==> src/rtl/bcd_pkg.sv <==
// Shared BCD types and constants for the binary-to-BCD converter and BCD adder path.
package bcd_pkg;

    typedef logic [3:0] bcd_digit_t;

    localparam bcd_digit_t BCD_ADJ_THRESH = 4'd5;
    localparam bcd_digit_t BCD_ADJ_ADD    = 4'd3;
    localparam bcd_digit_t BCD_MAX_DIGIT  = 4'd9;

    typedef enum logic [1:0] {
        IDLE  = 2'd0,
        SHIFT = 2'd1,
        DONE  = 2'd2
    } b2b_state_t;

endpackage

==> src/rtl/bcd_digit_adj.sv <==
// Single-digit double-dabble correction: add 3 when the digit is 5 or more.
module bcd_digit_adj
    import bcd_pkg::*;
(
    input  bcd_digit_t d,
    output bcd_digit_t q
);

    always_comb begin
        q = d;
        if (d >= BCD_ADJ_THRESH)
            q = d + BCD_ADJ_ADD;
    end

endmodule

==> src/rtl/bin2bcd_seq.sv <==
// Iterative binary-to-packed-BCD converter (shift-and-add-3), one bit per cycle.
// Optional sticky overflow output when BIN2BCD_OVF_EN is defined.
module bin2bcd_seq
    import bcd_pkg::*;
#(
    parameter int BIN_W  = 8,
    parameter int DIGITS = 3
) (
    input  logic                  clk,
    input  logic                  rst,
    input  logic                  in_valid,
    output logic                  in_ready,
    input  logic [BIN_W-1:0]      bin_in,
    output logic                  out_valid,
    input  logic                  out_ready,
`ifdef BIN2BCD_OVF_EN
    output logic                  ovf,
`endif
    output logic [4*DIGITS-1:0]   bcd_out
);

    localparam int CW = $clog2(BIN_W + 1);

    b2b_state_t state, state_nxt;

    logic [BIN_W-1:0]    bin_reg;
    logic [4*DIGITS-1:0] bcd_reg;
    logic [4*DIGITS-1:0] bcd_adj;
    logic [CW-1:0]       cnt;
`ifdef BIN2BCD_OVF_EN
    logic                ovf_reg;
`endif

    for (genvar i = 0; i < DIGITS; i++) begin : g_adj
        bcd_digit_adj u_adj (
            .d (bcd_reg[4*i +: 4]),
            .q (bcd_adj[4*i +: 4])
        );
    end

    always_ff @(posedge clk or posedge rst) begin
        if (rst)
            state <= IDLE;
        else
            state <= state_nxt;
    end

    always_comb begin
        state_nxt = state;
        unique case (state)
            IDLE:  if (in_valid) state_nxt = SHIFT;
            SHIFT: if (cnt == CW'(1)) state_nxt = DONE;
            DONE:  if (out_ready) state_nxt = IDLE;
            default: state_nxt = IDLE;
        endcase
    end

    always_comb begin
        in_ready  = 1'b0;
        out_valid = 1'b0;
        unique case (state)
            IDLE:    in_ready  = 1'b1;
            DONE:    out_valid = 1'b1;
            default: ;
        endcase
    end

    // Datapath: load on accept, adjust-then-shift while in SHIFT, hold otherwise.
    always_ff @(posedge clk or posedge rst) begin
        if (rst) begin
            bin_reg <= '0;
            bcd_reg <= '0;
            cnt     <= '0;
`ifdef BIN2BCD_OVF_EN
            ovf_reg <= 1'b0;
`endif
        end else begin
            if (state == IDLE && in_valid) begin
                bin_reg <= bin_in;
                bcd_reg <= '0;
                cnt     <= CW'(BIN_W);
`ifdef BIN2BCD_OVF_EN
                ovf_reg <= 1'b0;
`endif
            end else if (state == SHIFT) begin
                {bcd_reg, bin_reg} <= {bcd_adj, bin_reg} << 1;
                cnt <= cnt - CW'(1);
`ifdef BIN2BCD_OVF_EN
                ovf_reg <= ovf_reg | bcd_adj[4*DIGITS-1];
`endif
            end
        end
    end

    assign bcd_out = bcd_reg;
`ifdef BIN2BCD_OVF_EN
    assign ovf = ovf_reg;
`endif

endmodule
==> config.mk <==
export PLATFORM = sky130hd
export DESIGN_NAME = bin2bcd_seq
export DESIGN_NICKNAME = d
export VERILOG_FILES = /design/src/rtl/bcd_pkg.sv /design/src/rtl/bcd_digit_adj.sv /design/src/rtl/bin2bcd_seq.sv
export SDC_FILE = /design/constraint.sdc
export NUM_CORES = 1
export LEC_CHECK = 0
export ABC_AREA = 1
export CORE_MARGIN = 2
export CORE_UTILIZATION = 55
export CTS_CLUSTER_DIAMETER = 150
export DETAILED_ROUTE_END_ITERATION = 10
export PLACE_DENSITY = 0.86
export SLEW_MARGIN = 20
export SYNTH_ARGS = -nofsm -noshare
export SYNTH_HDL_FRONTEND = slang
export SYNTH_SLANG_ARGS = --single-unit
==> constraint.sdc <==
create_clock -name clk -period 2.88 [get_ports clk]
set_input_delay 0.288 -clock clk [delete_from_list [all_inputs] [get_ports clk]]
set_output_delay 0.288 -clock clk [all_outputs]
set_load 0.03 [all_outputs]
**After elaboration in Yosys (flattened, before gate mapping)**

Index checks and enable logic that the tools add are counted.

- Word-level logic and storage cells: 36
- Output and inout bits: 14
- Bits of input ports: 12
- Register bits: 26

- Add/subtract/negate cells: 4
- Multiplexer cells: 15
- Reductions and logical operators: 4
- Equality and inequality tests: 6
- Magnitude comparators: 3

Operator list:

| kind | number |
|---|---|
| 2-to-1 mux 12 bit | 2 |
| 2-to-1 mux 4 bit | 4 |
| 2-to-1 mux 8 bit | 2 |
| greater-or-equal comparator 4 x 3 -> 1 bit (second input constant) | 3 |
| adder 4 x 2 -> 4 bit (second input constant) | 2 |
| 2-to-1 mux 2 bit | 3 |
| inequality test 2 bit (second input constant) | 3 |
| case mux 2 bit (3 select lines) | 1 |
| equality test 4 x 1 -> 1 bit (second input constant) | 1 |
| subtractor 4 x 1 -> 4 bit (second input constant) | 1 |
| adder 3 x 2 -> 3 bit (second input constant) | 1 |
| 2-to-1 mux 3 bit | 1 |
| AND reduction 3 bit | 1 |
| equality test 2 x 1 -> 1 bit (second input constant) | 1 |
| equality test 2 bit (second input constant) | 1 |
| zero test 2 bit | 1 |
| 2-to-1 mux 1 bit | 2 |
| nonzero test 2 bit | 1 |
| logical AND 1 bit | 1 |

**Depth between registers and ports, before layout**

Gate-level depths: netlist (run 1).

- Depth in word-level cells: 4
- Gate-level depth with buffers: 8

**Hierarchy**

A second synthesis (run 1) with hierarchy kept.

- Cells, all modules: 203
- Area, all modules: 1585.3 µm²

By module, submodules not included:

| module | instances | sequential area each (µm²) | cells an instance | area an instance (µm²) |
|---|---|---|---|---|
| bin2bcd_seq | 1 | 650.6 | 134 | 1179.9 |
| bcd_digit_adj | 3 | 0.0 | 23 | 135.1 |

**Worst setup path after synthesis (run 1)**

No wires, ideal clock.

- Kind: register -> register
- Start point: register bcd_reg[4], in the netlist bcd_out[4]
- End point: register bcd_reg[5], in the netlist bcd_out[5]
- Library setup time: 0.117 ns
- Arrival: 1.292 ns
- Path slack: 1.471 ns
- Period minus slack after synthesis: 1.409 ns
- Data required time: 2.763 ns
- Cell stages (with the launch flop): 9
- Cells stage by stage: dfrtp_1 > inv_1 > ha_1 > inv_1 > nand2_1 > nand3_1 > nand2_1 > nand3_1 > nand2_1

- Longest elaborated chain between the ends: 4

RTL lines:

| what | RTL line | source |
|---|---|---|
| start, declared | bin2bcd_seq.sv:27 | `logic [4*DIGITS-1:0] bcd_reg;` |
| start signal, assigned | bin2bcd_seq.sv:86 | `{bcd_reg, bin_reg} <= {bcd_adj, bin_reg} << 1;` |
| adder 4 x 2 -> 4 bit or greater-or-equal comparator 4 x 3 -> 1 bit (tied branches) | bcd_digit_adj.sv:12, bcd_digit_adj.sv:11 |  |
| 2-to-1 mux 4 bit (*) | bcd_digit_adj.sv:11 | `if (d >= BCD_ADJ_THRESH)` |
| 2-to-1 mux 12 bit (*) | bin2bcd_seq.sv:85 | `end else if (state == SHIFT) begin` |
| 2-to-1 mux 12 bit (*) | bin2bcd_seq.sv:78 | `if (state == IDLE && in_valid) begin` |

Mark *: on every way between the ends. The rest lies on a longest branch, timed or not. The select of a mux whose other input is x is not followed.
A chain may end at the register's enable or synchronous reset.

**Worst setup path after layout (run 1)**

- Start point: register state[1]
- End point: output out_valid

- Longest elaborated chain between the ends: 2

RTL lines:

| what | RTL line | source |
|---|---|---|
| start, declared | bin2bcd_seq.sv:24 | `b2b_state_t state, state_nxt;` |
| start signal, assigned | bin2bcd_seq.sv:45 | `state <= state_nxt;` |
| equality test 2 bit | bin2bcd_seq.sv:61 | `unique case (state)` |
| 2-to-1 mux 1 bit | bin2bcd_seq.sv:61 |  |
| end, declared | bin2bcd_seq.sv:14 | `output logic out_valid,` |

No other way between the ends.

==> results of run 1 <==
routing by layer:
layer	global-route usage [%]	share of wire (%)
met5	0	0
met4	13.3	1.0
met3	3.01	4.0
met2	45.4	55
met1	24.9	40
layout make-up:
cell class / count / area [um^2]
clock buffer: 3 / 22.5
sequential: 26 / 651
timing repair buffer: 25 / 250
inverter: 25 / 93.8
clock inverter: 1 / 30.0
fill: 213 / 742
tap: 30 / 37.5
multi-input combinational: 124 / 628
cells by family (layout without fill, tap and decap cells):
kind of cell	after synthesis	in the layout	synth area share, %
fa+ha+maj	8	8	7.15
buf+inv	28	54	8.67
xor+xnor	1	1	0.626
compound gates	16	16	6.88
simple gates	99	99	30.2
flops	26	26	46.5
cell usage after synthesis:
master | instances | area [um^2]
nand2_1 | 67 | 251
o22ai_1 | 6 | 37.5
xnor2_1 | 1 | 8.76
nand3_1 | 21 | 105
nand4_1 | 7 | 43.8
buf_2 | 1 | 5.00
nor2_4 | 1 | 11.3
o21ai_2 | 1 | 8.76
ha_1 | 8 | 100
nor2_1 | 3 | 11.3
inv_1 | 23 | 86.3
o21bai_1 | 2 | 15.0
o21ai_0 | 4 | 20.0
inv_2 | 2 | 7.51
buf_6 | 2 | 22.5
a21oi_1 | 3 | 15.0
dfrtp_1 | 26 | 651
placed cells by master, fill, tap and decap left out, drive strengths merged:
| master | Yosys | routed |
|---|---|---|
| nand2 | 67 | 67 |
| dfrtp | 26 | 26 |
| clkdlybuf4s50 | 0 | 25 |
| inv | 25 | 25 |
| nand3 | 21 | 21 |
| ha | 8 | 8 |
| nand4 | 7 | 7 |
| o22ai | 6 | 6 |
| o21ai | 5 | 5 |
| nor2 | 4 | 4 |
| a21oi | 3 | 3 |
| clkbuf | 0 | 3 |
| o21bai | 2 | 2 |
| xnor2 | 1 | 1 |
| bufinv | 0 | 1 |
worst max path at each step:
stage | end | slack [ns] | cells after the start
global route | out_valid | 0.84 | 3
CTS | out_valid | 0.92 | 3
detailed placement | bcd_out[0]$_DFFE_PP0P_ | 1.12 | 4
global placement | bcd_out[0]$_DFFE_PP0P_ | 1.15 | 4
finish | out_valid | 0.94 | 3
floorplan | bcd_out[5]$_DFFE_PP0P_ | 1.47 | 8
per-stage QoR:
stage	hold WS, ns	total power (uW)	instance area (um^2)	worst slack, ns	util, %
finish	0.462	2060	1710	0.939	69.8
global route	0.501	2240	1710	0.836	69.8
CTS	0.468	2070	1710	0.918	69.8
detailed placement	0.474	1810	1660	1.12	67.6
global placement	0.466	1740	1660	1.15	67.6
floorplan	0.328	1480	1400	1.47	-
power groups by stage:
| stage | sequential [uW] | combinational (uW) | clock, uW |
|---|---|---|---|
| after floorplan | 795 | 682 | 0 |
| after global placement | 670 | 1070 | 0 |
| after detailed placement | 682 | 1130 | 0 |
| after CTS | 675 | 1140 | 259 |
| after global routing | 701 | 1270 | 270 |
| final | 679 | 1130 | 254 |
==> results.cfg, run 1 <==
[setup_path]
worstPathCellList = inv_1 -> nor2_1 -> clkdlybuf4s50_1
critPathTopFamily = buffers and inverters
worstPathArrival_ns = 1.65
path_buf_inv = 2
reg2reg_from = state[0]$_DFFE_PP0P_
crit_required_ns = 2.59
reg2reg_slack_ns = 1.41
cp_max_fo = 3
cpPeakStageDelay_ns = 0.68
cp-start-kind = flip-flop
cp-end-kind = output pin
path_class = flip-flop to output pin
rr_worst_depth = 3
crit_path_start = state[1]$_DFFE_PP0P_
cp_slowest_cell = clkdlybuf4s50_1
rr_endpoint = cnt[1]$_DFFE_PP0P_

[sta]
tightest_slew_ns = 0.979
finalCriticalPeriod_ns = 1.94
max-slew-margin-rel_pct = 34.7
setup_viol = 0
period_share_pct = 67.4
slew_viol_final = 0
hold_viol = 0
fin_tns_setup_ns = 0
finalClockSkew_ns = 0.0106
rsz0062_at_grt = no
max_freq_ghz = 0.515

[synth]
synth_seq_area_share_pct = 46.5
syn_nets = 198
synth_area_per_cell_um2 = 7.87
syn-cell-area_um2 = 1400
synth_seq_cells = 26
ys_types = 17
ys_warn_count = 0
syn-instance-count = 178

[floorplanning]
chipWidth_um = 54.5
die_h_um = 54.5
io_pins = 26
core_um2 = 2450
fp.dieArea_um2 = 2970
row_count = 18
start_util_pct = 57.0

[clock_tree]
clkSlewWorstSetupHoldPaths_ns = 0.15
htreeDepth = 1
post_cts_buffers = 0
clock_sinks = 26
cts_tree = built
cts_resized = 0
insertion_delay_ns = 0.33
cts_hold_buf = 0
clock_path_buffers = 2
cts_root_buffer = clkbuf_4
cts_made_buffers = 3

[drt]
first_pass_iters = 5
wire_per_inst_um = 12.9
drtIter0Drc = 35
via_count = 1273
vias_per_cell = 5.44
detail-route-antenna-nets = 0
wirelength_mm = 3.02
route.detailed.drc = 0

[finish]
drive_gt1_share_pct = 3.92
syn_to_final_growth_pct = 22.3
largest_register_ffs = 12
finalNonFillerCells = 234
nets = 225
n_antenna_cell = 0

[pwr]
p_clk_share_pct = 12.3
ir_drop_v = 0.000710
switching_share_pct = 46.8
powerDensity_nw_per_um2 = 1200
p_seq_share_pct = 32.9
leakage_uw = 0.000879
p_sw_uw = 965
internal_power_uw = 1100
combPwrFrac_pct = 54.8

[global_route]
gr-total-overflow = 0
grt_max_degree = 27
grt_usage_pct = 23.9
grt_antenna_before_repair = 0
grt_pass1_wl_mm = 5.09
grt_pass1_vias = 1267

[flow_run]
cap_violations = 0

[worst_hold_path]
hold_class = input port to asynchronous set/reset pin

[placement]
dp_cells = 230
detailed_place_hpwl_mm = 2.23
io_buffers = 25
gp_congestion = 0.722

[outcome]
status = finished clean
No activity file was read; power rests on OpenSTA's default activity.
==> run 2, diff against run 1 <==
CORE_UTILIZATION = 51   (was 55)
PLACE_DENSITY = 0.81   (was 0.86)
clock period = 2 ns   (was 2.88 ns; I/O delays follow)
==> run 2 against run 1 <==
  * Register-to-register slack worse by 0.78 ns
  * Highest routed layer unchanged
  * Global-route usage shrank 3.7 points
  * Sequential power rose by 43%
  * Utilization fell by 2.5 points
  * First-iteration DRC count up 29%
  * Worst setup slack worse by 0.78 ns
  * Clock power is 7% higher
  * Critical path depth fell by 1
  * Sequential share of layout area about the same
  * Clock skew down 0.0059 ns
  * Hold slack got worse by 0.23 ns
  * Non-clock buffer count rose by 2
==> results.cfg, run 2 (same netlist as run 1, synthesis figures left out) <==
[clock_tree]
cts_made_buffers = 3
clock_sinks = 26
post_cts_buffers = 0
insertion_delay_ns = 0.32
cts_hold_buf = 0
htreeDepth = 1
cts_tree = built
clkSlewWorstSetupHoldPaths_ns = 0.15
clock_path_buffers = 2
cts_resized = 0
cts_root_buffer = clkbuf_4

[floorplanning]
die_h_um = 56.4
core_um2 = 2540
fp.dieArea_um2 = 3180
row_count = 18
start_util_pct = 55.0
chipWidth_um = 56.4
io_pins = 26

[setup_path]
cp_slowest_cell = clkdlybuf4s50_1
critPathTopFamily = buffers and inverters
crit_required_ns = 1.80
cp_max_fo = 4
path_class = flip-flop to output pin
path_buf_inv = 1
cp-end-kind = output pin
worstPathCellList = nor2_1 -> clkdlybuf4s50_1
cpPeakStageDelay_ns = 0.71
cp-start-kind = flip-flop
worstPathArrival_ns = 1.64

[finish]
layout_common_cells = nand2_1, dfrtp_1, clkdlybuf4s50_1
nets = 227
final_common_cell = nand2_1
fill_cells = 217
n_antenna_cell = 0
seqCellArea_um2 = 651
final_core_util_pct = 67.3
syn_to_final_growth_pct = 22.3
multiInputGateArea_um2 = 628
drive_gt1_share_pct = 4.85
largest_register_ffs = 12

[sta]
hold_viol = 0
max-slew-margin-rel_pct = 64.9
slew_viol_final = 0
tightest_slew_ns = 0.525
rsz0062_at_grt = no
finalClockSkew_ns = 0.00471
finalCriticalPeriod_ns = 1.84
setup_viol = 0
period_share_pct = 92.1
max_freq_ghz = 0.543
fin_tns_setup_ns = 0

[drt]
detail-route-antenna-nets = 0
via_count = 1227
route.detailed.drc = 0
wirelength_mm = 2.83
vias_per_cell = 5.20
wire_per_inst_um = 12.0
drtIter0Drc = 45
first_pass_iters = 4

[placement]
detailed_place_hpwl_mm = 2.12
gp_congestion = 0.766
io_buffers = 25

[global_route]
grt_usage_pct = 20.1
grt_pass1_vias = 1236
grt_antenna_before_repair = 0
grt_max_degree = 27
grt_pass1_wl_mm = 5.11
gr-total-overflow = 0

[outcome]
status = finished clean

[pwr]
powerDensity_nw_per_um2 = 1680
ir_drop_v = 0.000964
leakage_uw = 0.000882

[flow_run]
cap_violations = 0

[worst_hold_path]
hold_class = input port to asynchronous set/reset pin
[run 2: changes by cell type in the layout (fill, tap and decap cells not counted), sizes merged]
| cell | previous run | this run |
|---|---|---|
| buf | 0 | 2 |
| clkbuf | 3 | 4 |
| bufinv | 1 | 0 |
[run 2: worst paths after layout]
path                                        start                     end  slack, ns  cells after the start
setup / recovery             state[0]$_DFFE_PP0P_                in_ready       0.16                      2
hold / removal                                rst  bin_reg[5]$_DFFE_PP0P_       0.23                      3
setup reg to reg             state[0]$_DFFE_PP0P_      cnt[0]$_DFFE_PP0P_       0.63                      4
hold reg to reg            bin_reg[0]$_DFFE_PP0P_  bin_reg[0]$_DFFE_PP0P_       0.50                      2
max in group asynchronous                     rst  bcd_out[3]$_DFFE_PP0P_       1.52                      3
min in group clk                        bin_in[0]  bin_reg[0]$_DFFE_PP0P_       0.39                      3
[run 2: per-stage QoR]
| step | power [uW] | worst slack [ns] | cell area (um^2) | cells | hold slack, ns |
|---|---|---|---|---|---|
| floorplan | 2130 | 0.591 | 1400 | 178 | 0.240 |
| global placement | 2530 | 0.536 | 1680 | 232 | 0.464 |
| detailed placement | 2610 | 0.513 | 1680 | 232 | 0.466 |
| CTS | 2880 | 0.132 | 1710 | 236 | 0.242 |
| global route | 3130 | 0.0337 | 1710 | 236 | 0.284 |
| finish | 2870 | 0.157 | 1710 | 236 | 0.227 |
[run 2: layer usage]
layer	wire length, um	vias to the layer above	GRT usage (%)
met2	1350	24	34.1
li1	-	632	-
met4	61	0	10.9
met3	89	8	2.07
met5	0	-	0
met1	1330	563	25.1
[run 2: layout make-up]
| class | count | share of cell area (%) |
|---|---|---|
| multi-input cells | 124 | 36.7 |
| repair buffers | 27 | 15.5 |
| inverters | 25 | 5.48 |
| well taps | 30 | 2.19 |
| flip-flops and latches | 26 | 38.0 |
| clock buffers | 4 | 2.12 |
[run 2: where the power goes]
part | leakage, uW | switching [uW] | internal [uW]
clock | 0.0000210 | 160 | 111
sequential | 0.000327 | 212 | 761
combinational | 0.000534 | 996 | 627
total | 0.000882 | 1370 | 1500
[run 2: worst min-delay path, delay by kind of cell]
kind / cells / cell delay, ns
buffers and inverters: 3 / 0.77
==> run 3, diff against run 2 <==
CTS_CLUSTER_DIAMETER = default   (was 150)
==> results of run 3 <==
The final DEF is identical to that of run 2; final timing and power are the same.
